===== config.mk =====
export PLATFORM = sky130hd
export DESIGN_NAME = pokey_sio_link
export DESIGN_NICKNAME = d
export VERILOG_FILES = /design/src/rtl/pokey_sio_link.sv
export SDC_FILE = /design/constraint.sdc
export NUM_CORES = 1
export LEC_CHECK = 0
export BUFFER_PORTS_ARGS = -buffer_cell sky130_fd_sc_hd__buf_2
export CORE_ASPECT_RATIO = 1.75
export CORE_MARGIN = 3
export CORE_UTILIZATION = 63
export CTS_BUF_LIST = sky130_fd_sc_hd__clkbuf_8 sky130_fd_sc_hd__clkbuf_16
export DETAILED_ROUTE_END_ITERATION = 6
export GPL_TIMING_DRIVEN = 0
export MAX_ROUTING_LAYER = met4
export PLACE_DENSITY = 0.83
export SYNTH_ARGS = -nofsm -noshare
export SYNTH_HDL_FRONTEND = slang
export SYNTH_SLANG_ARGS = --single-unit

===== constraint.sdc =====
create_clock -name clk_i -period 3.7 [get_ports clk_i]
set_input_delay 0.185 -clock clk_i [delete_from_list [all_inputs] [get_ports clk_i]]
set_output_delay 0.185 -clock clk_i [all_outputs]
set_load 0.005 [all_outputs]

===== src/rtl/pokey_sio_link.sv =====
// Device-side POKEY SEROUT/SERIN serial link: async 8N1 transmitter and receiver.
// Optional POKEY_SIO_LOOPBACK_EN adds loop_i to route the TX bit into the RX path.
module pokey_sio_link #(
  parameter int unsigned CLKS_PER_BIT = 16
) (
  input  logic       clk_i,
  input  logic       rst_i,
`ifdef POKEY_SIO_LOOPBACK_EN
  input  logic       loop_i,
`endif
  input  logic [7:0] serout_i,
  input  logic       serout_rdy_i,
  output logic       serout_ack_o,
  output logic [7:0] serin_o,
  output logic       serin_rdy_o,
  input  logic       serin_ack_i,
  output logic       txd_o,
  input  logic       rxd_i,
  output logic       tx_busy_o,
  output logic       frame_err_o,
  output logic       overrun_o
);

  localparam logic [15:0] BIT_LAST  = 16'(CLKS_PER_BIT - 1);
  localparam logic [15:0] HALF_LAST = 16'(CLKS_PER_BIT / 2 - 1);

  typedef enum logic [1:0] {TX_IDLE, TX_START, TX_DATA, TX_STOP} tx_state_t;
  typedef enum logic [2:0] {RX_IDLE, RX_START, RX_DATA, RX_STOP, RX_BREAK} rx_state_t;

  tx_state_t   tx_state, tx_state_n;
  logic [15:0] tx_cnt, tx_cnt_n;
  logic [7:0]  tx_sh, tx_sh_n;
  logic [2:0]  tx_bit, tx_bit_n;
  logic        txd_q, txd_n;

  rx_state_t   rx_state, rx_state_n;
  logic [15:0] rx_cnt, rx_cnt_n;
  logic [7:0]  rx_sh, rx_sh_n;
  logic [2:0]  rx_bit, rx_bit_n;
  logic [1:0]  rx_sync;
  logic        rx_s, rx_src;
  logic [7:0]  serin_q, serin_n;
  logic        rdy_q, rdy_n;
  logic        ferr_q, ferr_n;
  logic        ovr_q, ovr_n;

  // Ack and busy span exactly the non-IDLE states, so both derive from the state.
  assign serout_ack_o = (tx_state != TX_IDLE);
  assign tx_busy_o    = (tx_state != TX_IDLE);
  assign serin_o      = serin_q;
  assign serin_rdy_o  = rdy_q;
  assign frame_err_o  = ferr_q;
  assign overrun_o    = ovr_q;
  assign rx_s         = rx_sync[1];

`ifdef POKEY_SIO_LOOPBACK_EN
  assign rx_src = loop_i ? txd_q : rxd_i;
  assign txd_o  = loop_i ? 1'b1 : txd_q;
`else
  assign rx_src = rxd_i;
  assign txd_o  = txd_q;
`endif

  always_ff @(posedge clk_i or posedge rst_i) begin
    if (rst_i) begin
      tx_state <= TX_IDLE;
      tx_cnt   <= '0;
      tx_sh    <= '0;
      tx_bit   <= '0;
      txd_q    <= 1'b1;
    end else begin
      tx_state <= tx_state_n;
      tx_cnt   <= tx_cnt_n;
      tx_sh    <= tx_sh_n;
      tx_bit   <= tx_bit_n;
      txd_q    <= txd_n;
    end
  end

  always_comb begin
    tx_state_n = tx_state;
    tx_cnt_n   = tx_cnt;
    tx_sh_n    = tx_sh;
    tx_bit_n   = tx_bit;
    txd_n      = txd_q;
    case (tx_state)
      TX_IDLE: begin
        if (serout_rdy_i) begin
          tx_sh_n    = serout_i;
          txd_n      = 1'b0;
          tx_cnt_n   = '0;
          tx_state_n = TX_START;
        end
      end
      TX_START: begin
        if (tx_cnt == BIT_LAST) begin
          tx_cnt_n   = '0;
          tx_bit_n   = '0;
          txd_n      = tx_sh[0];
          tx_state_n = TX_DATA;
        end else begin
          tx_cnt_n = tx_cnt + 16'd1;
        end
      end
      TX_DATA: begin
        if (tx_cnt == BIT_LAST) begin
          tx_cnt_n = '0;
          if (tx_bit == 3'd7) begin
            txd_n      = 1'b1;
            tx_state_n = TX_STOP;
          end else begin
            tx_sh_n  = {1'b0, tx_sh[7:1]};
            txd_n    = tx_sh[1];
            tx_bit_n = tx_bit + 3'd1;
          end
        end else begin
          tx_cnt_n = tx_cnt + 16'd1;
        end
      end
      TX_STOP: begin
        if (tx_cnt == BIT_LAST) begin
          tx_cnt_n   = '0;
          tx_state_n = TX_IDLE;
        end else begin
          tx_cnt_n = tx_cnt + 16'd1;
        end
      end
      default: tx_state_n = TX_IDLE;
    endcase
  end

  always_ff @(posedge clk_i or posedge rst_i) begin
    if (rst_i) begin
      rx_sync  <= '1;
      rx_state <= RX_IDLE;
      rx_cnt   <= '0;
      rx_sh    <= '0;
      rx_bit   <= '0;
      serin_q  <= '0;
      rdy_q    <= 1'b0;
      ferr_q   <= 1'b0;
      ovr_q    <= 1'b0;
    end else begin
      rx_sync  <= {rx_sync[0], rx_src};
      rx_state <= rx_state_n;
      rx_cnt   <= rx_cnt_n;
      rx_sh    <= rx_sh_n;
      rx_bit   <= rx_bit_n;
      serin_q  <= serin_n;
      rdy_q    <= rdy_n;
      ferr_q   <= ferr_n;
      ovr_q    <= ovr_n;
    end
  end

  always_comb begin
    rx_state_n = rx_state;
    rx_cnt_n   = rx_cnt;
    rx_sh_n    = rx_sh;
    rx_bit_n   = rx_bit;
    serin_n    = serin_q;
    rdy_n      = rdy_q & ~serin_ack_i;
    ferr_n     = 1'b0;
    ovr_n      = 1'b0;
    case (rx_state)
      RX_IDLE: begin
        if (!rx_s) begin
          rx_cnt_n   = '0;
          rx_state_n = RX_START;
        end
      end
      RX_START: begin
        if (rx_cnt == HALF_LAST) begin
          rx_cnt_n   = '0;
          rx_bit_n   = '0;
          rx_state_n = rx_s ? RX_IDLE : RX_DATA;
        end else begin
          rx_cnt_n = rx_cnt + 16'd1;
        end
      end
      RX_DATA: begin
        if (rx_cnt == BIT_LAST) begin
          rx_cnt_n = '0;
          rx_sh_n  = {rx_s, rx_sh[7:1]};
          rx_bit_n = rx_bit + 3'd1;
          if (rx_bit == 3'd7) rx_state_n = RX_STOP;
        end else begin
          rx_cnt_n = rx_cnt + 16'd1;
        end
      end
      RX_STOP: begin
        if (rx_cnt == BIT_LAST) begin
          rx_cnt_n = '0;
          if (rx_s) begin
            // Overrun judged on the pre-clear flag even if an ack lands on this edge.
            if (rdy_q) begin
              ovr_n = 1'b1;
            end else begin
              serin_n = rx_sh;
              rdy_n   = 1'b1;
            end
            rx_state_n = RX_IDLE;
          end else begin
            ferr_n     = 1'b1;
            rx_state_n = RX_BREAK;
          end
        end else begin
          rx_cnt_n = rx_cnt + 16'd1;
        end
      end
      RX_BREAK: begin
        if (rx_s) rx_state_n = RX_IDLE;
      end
      default: rx_state_n = RX_IDLE;
    endcase
  end

endmodule


==> results of run 1 <==
worst register-to-register path: cells and delay by family (launching register included):
kind	cells	cell delay [ns]
adders and majority gates	1	0.20
AOI/OAI and AO/OA	2	0.30
buffers and inverters	4	1.03
DFF	1	0.41
and+or+nand+nor	1	0.41
metal layers:
metal | routed length [um] | up-vias | part of all wire, %
met1 | 3030 | 1454 | 41
met3 | 230 | 20 | 3.1
met2 | 3910 | 43 | 53
met5 | 0 | - | 0
li1 | - | 1417 | -
met4 | 172 | 0 | 2.3
area by class of cell:
| class | count | area, um^2 | area share (%) |
|---|---|---|---|
| sequential | 73 | 1830 | 44.3 |
| multi-input combinational | 274 | 1780 | 43.1 |
| timing repair buffer | 27 | 140 | 3.39 |
| clock buffer | 10 | 138 | 3.33 |
| tap | 76 | 95.1 | 2.30 |
| inverter | 16 | 62.6 | 1.51 |
| buffer | 12 | 50.0 | 1.21 |
| clock inverter | 6 | 35.0 | 0.848 |
worst max path at each step:
stage	from	to	slack, ns
final	tx_state[0]$_DFFE_PP0P_	tx_cnt[2]$_DFFE_PP0P_	1.26
after global placement	rst_i	tx_sh[5]$_DFFE_PP0P_	0.85
after floorplan	rx_cnt[4]$_DFFE_PP0P_	serin_o[0]$_DFFE_PP0P_	1.43
after global routing	rx_cnt[9]$_DFFE_PP0P_	rx_bit[2]$_DFFE_PP0P_	1.06
after detailed placement	rx_cnt[4]$_DFFE_PP0P_	serin_o[7]$_DFFE_PP0P_	1.27
after CTS	rx_cnt[4]$_DFFE_PP0P_	rx_bit[1]$_DFFE_PP0P_	1.25
Yosys cell counts, types with 2 or more instances:
cell,instances
a211oi_1,2
a21o_1,6
a21oi_1,21
a22o_1,5
a31oi_1,2
and2_1,2
and3_1,8
clkbuf_1,9
dfrtp_1,70
dfstp_2,3
ha_1,10
inv_1,16
mux2_2,2
mux2_4,8
mux2i_1,5
nand2_1,48
nand2b_1,4
nand3_1,19
nand4_1,4
nor2_1,23
nor3_1,11
nor4_1,5
o21ai_0,27
o21ai_1,3
o22ai_1,14
o2bb2ai_1,2
or2_2,2
or3_1,3
or3_2,2
or4_1,2
or4_4,2
xnor2_1,3
xor2_1,9
per-stage QoR:
step                      hold slack, ns  setup WS (ns)
after floorplan                    0.189           1.43
after global placement             0.289          0.849
after detailed placement           0.292           1.27
after CTS                        0.00111           1.25
after global routing              0.0192           1.06
final                            -0.0284           1.26
state kept, by name (all words and copies together) (netlist names):
register,flops
tx_bit,3
rx_sh,8
rx_sync,2
tx_sh,8
rx_state,3
txd_o,1
rx_cnt,16
serin_rdy_o,1
tx_cnt,16
overrun_o,1
frame_err_o,1
serin_o,8
tx_state,2
rx_bit,3
power by group:
group          switching (mW)  leakage (nW)  total (mW)  internal, mW
Sequential             0.0347         0.906       0.867         0.832
Combinational           0.187         0.910       0.298         0.110
Clock                   0.292        0.0932       0.548         0.256
kinds of logic (layout without fill, tap and decap cells):
kind of cell / after synthesis / after routing
flip-flops: 73 / 73
XOR/XNOR: 12 / 12
multiplexers: 15 / 15
adder cells (fa/ha/maj): 10 / 10
AND/OR/NAND/NOR: 146 / 146
buffers and inverters: 28 / 71
AO/OA/AOI/OAI: 91 / 91
==> impl_metrics.yaml, run 1 <==
run_status:
  status: "finished, violations left"
  violations: "negative hold slack"
worst_setup_path:
  reg2reg_depth: 8
  cp.depth: 8
  cp_num_buf_inv: 4
  critical_path.top_delay_family: "buffers and inverters"
  crit_arrival_ns: 2.71
  cpMaxStageDelayCell: "dfrtp_1"
  cp_max_fo: 10
  required_ns: 3.97
  worstReg2RegEnd: "tx_cnt[2]$_DFFE_PP0P_"
  worstSetupEndpointType: "flop"
  cp-start-kind: "flop"
  r2r_slack_ns: 1.26
  cpPeakStageDelay_ns: 0.41
  r2r_start: "tx_state[0]$_DFFE_PP0P_"
  path_cells: "inv_1, ha_1, clkbuf_1, inv_1, nor2_1, clkbuf_1, o21ai_0, o31ai_1"
  critical_path_class: "flop to flop"
routing:
  vias: 2934
  wl_mm: 7.34
  ant_nets: 0
  dr.pass1.iters: 4
  wl_per_cell_um: 14.9
  viasPerCell: 5.94
  drc: 0
  detail_route.iter0.violations: 216
place:
  place_inst: 477
  hpwlAfterDp_mm: 5.08
  dpl_cell_area_um2: 3950
  globalplace.congestion: 0.912
  numPortBuffers: 26
global_route:
  met2_usage_pct: 41.7
  track_usage_pct: 24.4
  antenna_found_initial: 0
  grt_pass1_wl_mm: 12.9
  grt_overflow: 0
  grt_max_degree: 74
  met1_usage_pct: 26.9
  grt_pass1_vias: 2969
  use_met3_pct: 5.12
  busiest_layer: "met2"
floorplan:
  core_um2: 5630
  die_h_um: 108
  start_util_pct: 66.1
  die_width_um: 64.1
  rows: 36
  io-pin-count: 27
  die_area_um2: 6900
logic_synthesis:
  synthArstFlopShare_pct: 100
  syn_area_um2: 3720
  synth_top_family_by_area: "simple AND/OR/NAND/NOR gates"
  synth_compound_area_share_pct: 15.8
  synth_top_area_share_pct: 47.1
  ys.flop_type: "dfrtp_1"
  synth-xor-area-share_pct: 2.83
  syn-instance-count: 375
  seq_area_frac_synth_pct: 49.2
  synth-seq-cells: 73
  synth-edff-count: 0
  synth.area.top_cells: "dfrtp_1 47%, nand2_1 4.8%, o21ai_0 3.6%, ha_1 3.4%, mux2_4 3.2%"
  syn_avg_cell_area_um2: 9.92
  synth_fa_ha_area_share_pct: 3.36
  synth_top_cell_by_area: "dfrtp_1"
  syn_nets: 398
  synth-simple-area-share_pct: 20.6
  ys_types: 56
  synth_warnings: 0
  synth.area.mux_share_pct: 5.18
clock_tree:
  cts_sinks: 73
  clockRootBuffer: "clkbuf_8"
  htreeDepth: 3
  cts_tree: "yes"
  clock_path_buffers: 2
  clk_pin_slew_ns: 0.08
  ctsHoldBuffers: 1
  cts-resized-gates: 0
  cts_buffers: 9
  post_cts_buffers: 0
  clock_latency_ns: 0.36
layout:
  layout_commonest_cell: "dfrtp_1"
  final_cell_mix: "70 x dfrtp_1, 48 x nand2_1, 27 x o21ai_0, 27 x buf_2, 23 x nor2_1"
  stdcell_area_um2: 4130
  layoutNonFillerInstCount: 494
  syn2layout_area_growth_pct: 11.0
  final_core_util_pct: 73.4
  drive_gt1_share_pct: 17.0
  antenna_cells: 0
  n_fill_cell: 428
  final_nets: 436
timing:
  whs_ns: -0.0284
  skew_ns: 0.00753
  rsz0062_at_grt: "no"
  setup-tns-final_ns: 0
  slew_violations: 0
  timing.fmax_ghz: 0.410
  period_minus_slack_ns: 2.44
  period_share_pct: 65.9
  hold_viol: 8
  setup_viol: 0
  worst_slew_margin_rel_pct: 41.8
  tightest_slew_ns: 0.873
power:
  total_leakage_power_nw: 1.91
  p_per_area_nw_per_um2: 415
  p_total_mw: 1.71
  ir_drop_mv: 0.322
flow_run:
  drv_cap: 0
hold_path:
  hold_path.class: "input pin to asynchronous set/reset pin"
No activity file was read; power rests on OpenSTA's default activity.
==> inputs of run 2 (changes only) <==
--- a/config.mk
+++ b/config.mk
@@ -8,12 +8,12 @@
 export BUFFER_PORTS_ARGS = -buffer_cell sky130_fd_sc_hd__buf_2
 export CORE_ASPECT_RATIO = 1.75
 export CORE_MARGIN = 3
-export CORE_UTILIZATION = 63
+export CORE_UTILIZATION = 54
 export CTS_BUF_LIST = sky130_fd_sc_hd__clkbuf_8 sky130_fd_sc_hd__clkbuf_16
 export DETAILED_ROUTE_END_ITERATION = 6
 export GPL_TIMING_DRIVEN = 0
 export MAX_ROUTING_LAYER = met4
-export PLACE_DENSITY = 0.83
+export PLACE_DENSITY = 0.75
 export SYNTH_ARGS = -nofsm -noshare
 export SYNTH_HDL_FRONTEND = slang
 export SYNTH_SLANG_ARGS = --single-unit
==> constraint.sdc (replaced) <==
create_clock -name clk_i -period 2 [get_ports clk_i]
set_input_delay 0.1 -clock clk_i [delete_from_list [all_inputs] [get_ports clk_i]]
set_output_delay 0.1 -clock clk_i [all_outputs]
set_load 0.005 [all_outputs]
==> run 2 against run 1 <==
  * The run ends with negative setup slack left
  * Clock power rose to 2.7 times the previous value
  * Utilization is 3.7 points lower
  * Fmax increased by 8.5%
  * Combinational power is 140% higher
  * Worst setup slack got worse by 1.5 ns
  * Largest cell class is now multi-input combinational cells
==> impl_metrics.yaml, run 2 (synthesis results as in run 1) <==
floorplan:
  start_util_pct: 56.5
  io-pin-count: 27
  die_width_um: 68.7
  rows: 39
  core_um2: 6590
  die_area_um2: 7960
  die_h_um: 116
layout:
  syn2layout_area_growth_pct: 23.4
  n_fill_cell: 496
  layout_commonest_cell: "dfrtp_1"
  multiInputGateArea_um2: 1970
  antenna_cells: 0
  final_cell_mix: "68 x dfrtp_1, 47 x nand2_1, 26 x buf_2"
  stdcell_area_um2: 4590
  seqCellArea_um2: 1830
  final_nets: 452
  reg_top3: "rx_cnt: 16 flops, tx_cnt: 16 flops"
  drive_gt1_share_pct: 27.0
global_route:
  grt_overflow: 0
  grt_pass1_wl_mm: 13.5
  grt_pass1_vias: 3072
  antenna_found_initial: 0
  grt_max_degree: 74
  track_usage_pct: 23.0
clock_tree:
  cts_buffers: 9
  clk_pin_slew_ns: 0.06
  clock_path_buffers: 2
  clockRootBuffer: "clkbuf_16"
  clock_latency_ns: 0.34
  cts_sinks: 73
  htreeDepth: 3
  cts_tree: "yes"
flow_run:
  drv_cap: 0
routing:
  vias: 3051
  drt-met1-wl_mm: 3.18
  top_layer_used: "met4"
  dr.pass1.iters: 4
  wl_per_cell_um: 15.9
  drc: 0
  ant_nets: 0
  wl_met2_mm: 4.58
  wl_met3_um: 229
  detail_route.iter0.violations: 303
  wl_mm: 8.19
  viasPerCell: 5.91
timing:
  timing.fmax_ghz: 0.445
  setup_viol: 29
  hold_viol: 0
  tightest_slew_ns: 0.883
  slew_violations: 0
  rsz0062_at_grt: "yes"
  worst_slew_margin_rel_pct: 41.1
  period_share_pct: 112
  period_minus_slack_ns: 2.25
  worst_slack_ns: -0.248
  skew_ns: 0.00720
worst_setup_path:
  required_ns: 2.23
  worstSetupEndpointType: "flop"
  reg2reg_depth: 5
  crit_arrival_ns: 2.48
  worstReg2RegEnd: "rx_cnt[3]$_DFFE_PP0P_"
  path_cells: "or4_4, or4_4, a2bb2oi_4, o21ai_1, a21o_1"
  cp_max_fo: 5
  cpMaxStageDelayCell: "or4_4"
  critical_path_class: "flop to flop"
  cp-start-kind: "flop"
  r2r_start: "rx_cnt[11]$_DFFE_PP0P_"
  r2r_slack_ns: -0.25
  cpMostUsedCell: "or4_4"
  cpPeakStageDelay_ns: 0.63
power:
  total_leakage_power_nw: 2.06
  ir_drop_mv: 0.620
  p_per_area_nw_per_um2: 835
place:
  hpwlAfterDp_mm: 5.31
  preCtsSetupSlack_ns: -0.400
  globalplace.congestion: 0.864
  dpl_cell_area_um2: 3970
  numPortBuffers: 26
hold_path:
  hold_depth: 2
  hold_path.class: "input pin to flop"
  min-delay-start: "serout_i[7]"
  hold_end: "tx_sh[7]$_DFFE_PP0P_"
run_status:
  status: "finished, violations left"
  violations: "negative setup slack"
-- run 2: changes by cell type in the layout (fill, tap and decap cells not counted), moves of 4 or more --
| cell | before | now |
|---|---|---|
| nor4_1 | 5 | 1 |
| o21ai_0 | 27 | 23 |
| clkbuf_1 | 9 | 3 |
| clkbuf_8 | 10 | 1 |
| clkbuf_16 | 0 | 9 |
| buf_4 | 1 | 17 |
-- run 2: layout make-up --
class                           count  area share (%)
Buffer                             10            1.47
Clock buffer                       10            5.21
Timing Repair Buffer               44            6.03
Tap cell                           82            2.24
Sequential cell                    73            39.9
Multi-Input combinational cell    275            42.8
Clock inverter                      6           0.927
Inverter                           16            1.36
-- run 2: what timing repair did --
action / 4_1_cts / 5_1_grt
setup endpoints to repair: 70 / 61
hold buffers: 3 / 0
setup buffers: 9 / 6
cloned: 1 / 0
pin swaps: 16 / 15
resized for setup: 20 / 31
hold endpoints to repair: 72 / 0
-- run 2: routing by layer --
| layer | vias to the layer above | GRT usage [%] |
|---|---|---|
| met5 | - | - |
| met4 | 0 | 12.6 |
| met3 | 18 | 4.27 |
| met2 | 64 | 38.1 |
| met1 | 1510 | 25.3 |
| li1 | 1459 | - |
-- run 2: worst max path at each step --
stage | start | depth (start not counted) | to | slack [ns]
4_1_cts | rx_cnt[4]$_DFFE_PP0P_ | 5 | serin_o[6]$_DFFE_PP0P_ | -0.19
3_5_place_dp | rx_cnt[4]$_DFFE_PP0P_ | 5 | rx_bit[1]$_DFFE_PP0P_ | -0.40
2_1_floorplan | rx_cnt[13]$_DFFE_PP0P_ | 5 | serin_o[0]$_DFFE_PP0P_ | -0.24
3_3_place_gp | rst_i | 2 | serin_o[3]$_DFFE_PP0P_ | -0.77
6_report | rx_cnt[11]$_DFFE_PP0P_ | 5 | rx_cnt[3]$_DFFE_PP0P_ | -0.25
5_1_grt | rx_cnt[14]$_DFFE_PP0P_ | 5 | serin_o[6]$_DFFE_PP0P_ | -0.34
-- run 2: through the flow --
stage                     setup TNS (ns)  utilization [%]  hold WS (ns)  instances  power [mW]
after global placement            -70.07             60.3         0.204        483        2.17
after CTS                          -4.38             67.4        0.0239        511        3.81
final                              -5.75             69.7        0.0283        516        3.83
after floorplan                    -3.57                -         0.104        375        2.07
after detailed placement          -17.40             60.3         0.214        483        2.19
after global routing               -7.95             69.7        0.0349        516        4.01
-- run 2: power by group --
group,switching (mW),internal [mW]
combinational,0.434,0.292
sequential,0.0712,1.54
clock,0.621,0.873
total,1.13,2.71
-- run 2: worst max-delay path, delay by kind of cell (launching register included) --
family,cells,cell delay (ns)
flip-flops,1,0.38
AO/OA/AOI/OAI,3,0.53
AND/OR/NAND/NOR,2,1.22
==> inputs of run 3 (changes only) <==
--- a/config.mk
+++ b/config.mk
@@ -12,7 +12,6 @@
 export CTS_BUF_LIST = sky130_fd_sc_hd__clkbuf_8 sky130_fd_sc_hd__clkbuf_16
 export DETAILED_ROUTE_END_ITERATION = 6
 export GPL_TIMING_DRIVEN = 0
-export MAX_ROUTING_LAYER = met4
 export PLACE_DENSITY = 0.75
 export SYNTH_ARGS = -nofsm -noshare
 export SYNTH_HDL_FRONTEND = slang
==> run 3 against run 2 <==
  * The run still ends with negative setup slack left
  * Sequential power about the same
  * Sequential cell count did not move
  * Final cell count stayed put
  * Worst hold slack worse by 0.0021 ns
  * Non-clock buffer count is the same
  * Register-to-register slack about the same
  * Routed wire length is 0.38% lower
  * Die area unchanged
  * Combinational power about the same
  * Critical path type unchanged
  * Critical endpoint unchanged
  * Largest power group unchanged
  * Highest routed layer unchanged
==> impl_metrics.yaml, run 3 (synthesis results as in run 1) <==
run_status:
  status: "finished, violations left"
  violations: "negative setup slack"
global_route:
  antenna_found_initial: 0
  grt_pass1_wl_mm: 13.5
  grt_overflow: 0
  met1_usage_pct: 25.4
  met2_usage_pct: 38.0
  grt_max_degree: 74
  track_usage_pct: 22.4
  busiest_layer: "met2"
  grt_pass1_vias: 3073
  use_met3_pct: 4.27
place:
  preCtsSetupSlack_ns: -0.400
  place_inst: 483
  globalplace.congestion: 0.850
  hpwlAfterDp_mm: 5.31
  dpl_cell_area_um2: 3970
  numPortBuffers: 26
clock_tree:
  clk_pin_slew_ns: 0.06
  cts_tree: "yes"
  clockRootBuffer: "clkbuf_16"
  cts_buffers: 9
  clock_latency_ns: 0.34
  cts_sinks: 73
  htreeDepth: 3
  clock_path_buffers: 2
layout:
  layoutNonFillerInstCount: 516
  final_core_util_pct: 69.7
  final_cell_mix: "68 x dfrtp_1, 47 x nand2_1, 26 x buf_2"
  final_nets: 452
  reg_top3: "rx_cnt: 16 flops, tx_cnt: 16 flops"
  drive_gt1_share_pct: 27.0
  stdcell_area_um2: 4590
  syn2layout_area_growth_pct: 23.4
  antenna_cells: 0
  layout_commonest_cell: "dfrtp_1"
worst_setup_path:
  cp-start-kind: "flop"
  cp_max_fo: 5
  required_ns: 2.23
  crit_arrival_ns: 2.48
  critical_path_class: "flop to flop"
  worstSetupEndpointType: "flop"
timing:
  setup_viol: 29
  period_minus_slack_ns: 2.25
  period_share_pct: 113
  timing.fmax_ghz: 0.444
  tightest_slew_ns: 0.879
  hold_viol: 0
  worst_slew_margin_rel_pct: 41.4
  slew_violations: 0
  skew_ns: 0.00662
  rsz0062_at_grt: "yes"
  worst_slack_ns: -0.252
hold_path:
  hold_path.class: "input pin to flop"
floorplan:
  die_h_um: 116
  die_area_um2: 7960
  io-pin-count: 27
  die_width_um: 68.7
  rows: 39
  core_um2: 6590
  start_util_pct: 56.5
routing:
  drc: 0
  detail_route.iter0.violations: 337
  ant_nets: 0
  wl_mm: 8.15
  dr.pass1.iters: 5
  wl_per_cell_um: 15.8
  viasPerCell: 5.89
  vias: 3040
power:
  p_per_area_nw_per_um2: 836
  p_total_mw: 3.83
  total_leakage_power_nw: 2.06
  ir_drop_mv: 0.622
flow_run:
  drv_cap: 0
run 3: cell counts in the layout (fill, tap and decap cells not counted):
No cell type changed its count.
run 3: cell type report:
class                           instances  area (um^2)
Sequential cell                        73         1830
Buffer                                 10         67.6
Clock inverter                          6         42.5
Tap cell                               82          103
Multi-Input combinational cell        275         1970
Inverter                               16         62.6
Fill cell                             496         2000
Timing Repair Buffer                   44          277
Clock buffer                           10          239
run 3: timing repair:
item,4_1_cts,5_1_grt
hold buffers,3,0
endpoints found under the setup margin,70,61
pin swaps,16,15
hold endpoints to repair,72,0
buffers inserted,9,6
gates cloned,1,0
gates resized for setup,20,31
run 3: critical path, stage by stage, from the launching register on:
cell and delay [ns]:
dfrtp_1 0.38, or4_4 0.59, or4_4 0.63, a2bb2oi_4 0.26, o21ai_1 0.10, a21o_1 0.18
run 3: stage by stage:
| stage | hold slack (ns) | setup TNS, ns |
|---|---|---|
| floorplan | 0.104 | -3.57 |
| CTS | 0.0239 | -4.38 |
| detailed placement | 0.214 | -17.40 |
| global route | 0.0349 | -7.95 |
| global placement | 0.204 | -70.07 |
| finish | 0.0262 | -5.73 |
run 3: metal layers:
metal | vias up | part of all wire (%)
li1 | 1459 | -
met1 | 1503 | 39
met2 | 59 | 56
met3 | 19 | 2.7
met4 | 0 | 2.4
met5 | - | 0
run 3: report_power, final:
part / internal (mW) / leakage [nW] / switching (mW)
Combinational: 0.293 / 1.03 / 0.436
Clock: 0.874 / 0.135 / 0.621
Sequential: 1.54 / 0.902 / 0.0699
Total: 2.71 / 2.06 / 1.13
run 3: worst paths after layout:
path,from,to,slack (ns),cells past startpoint
setup / recovery,rx_cnt[11]$_DFFE_PP0P_,rx_cnt[3]$_DFFE_PP0P_,-0.25,5
hold / removal,serout_i[7],tx_sh[7]$_DFFE_PP0P_,0.03,2
setup reg to reg,rx_cnt[11]$_DFFE_PP0P_,rx_cnt[3]$_DFFE_PP0P_,-0.25,5
hold reg to reg,rx_sync[0]$_DFF_PP1_,rx_sync[1]$_DFF_PP1_,0.36,0
max in group asynchronous,rst_i,rx_cnt[4]$_DFFE_PP0P_,0.87,3
min in group asynchronous,rst_i,rx_cnt[14]$_DFFE_PP0P_,0.50,3
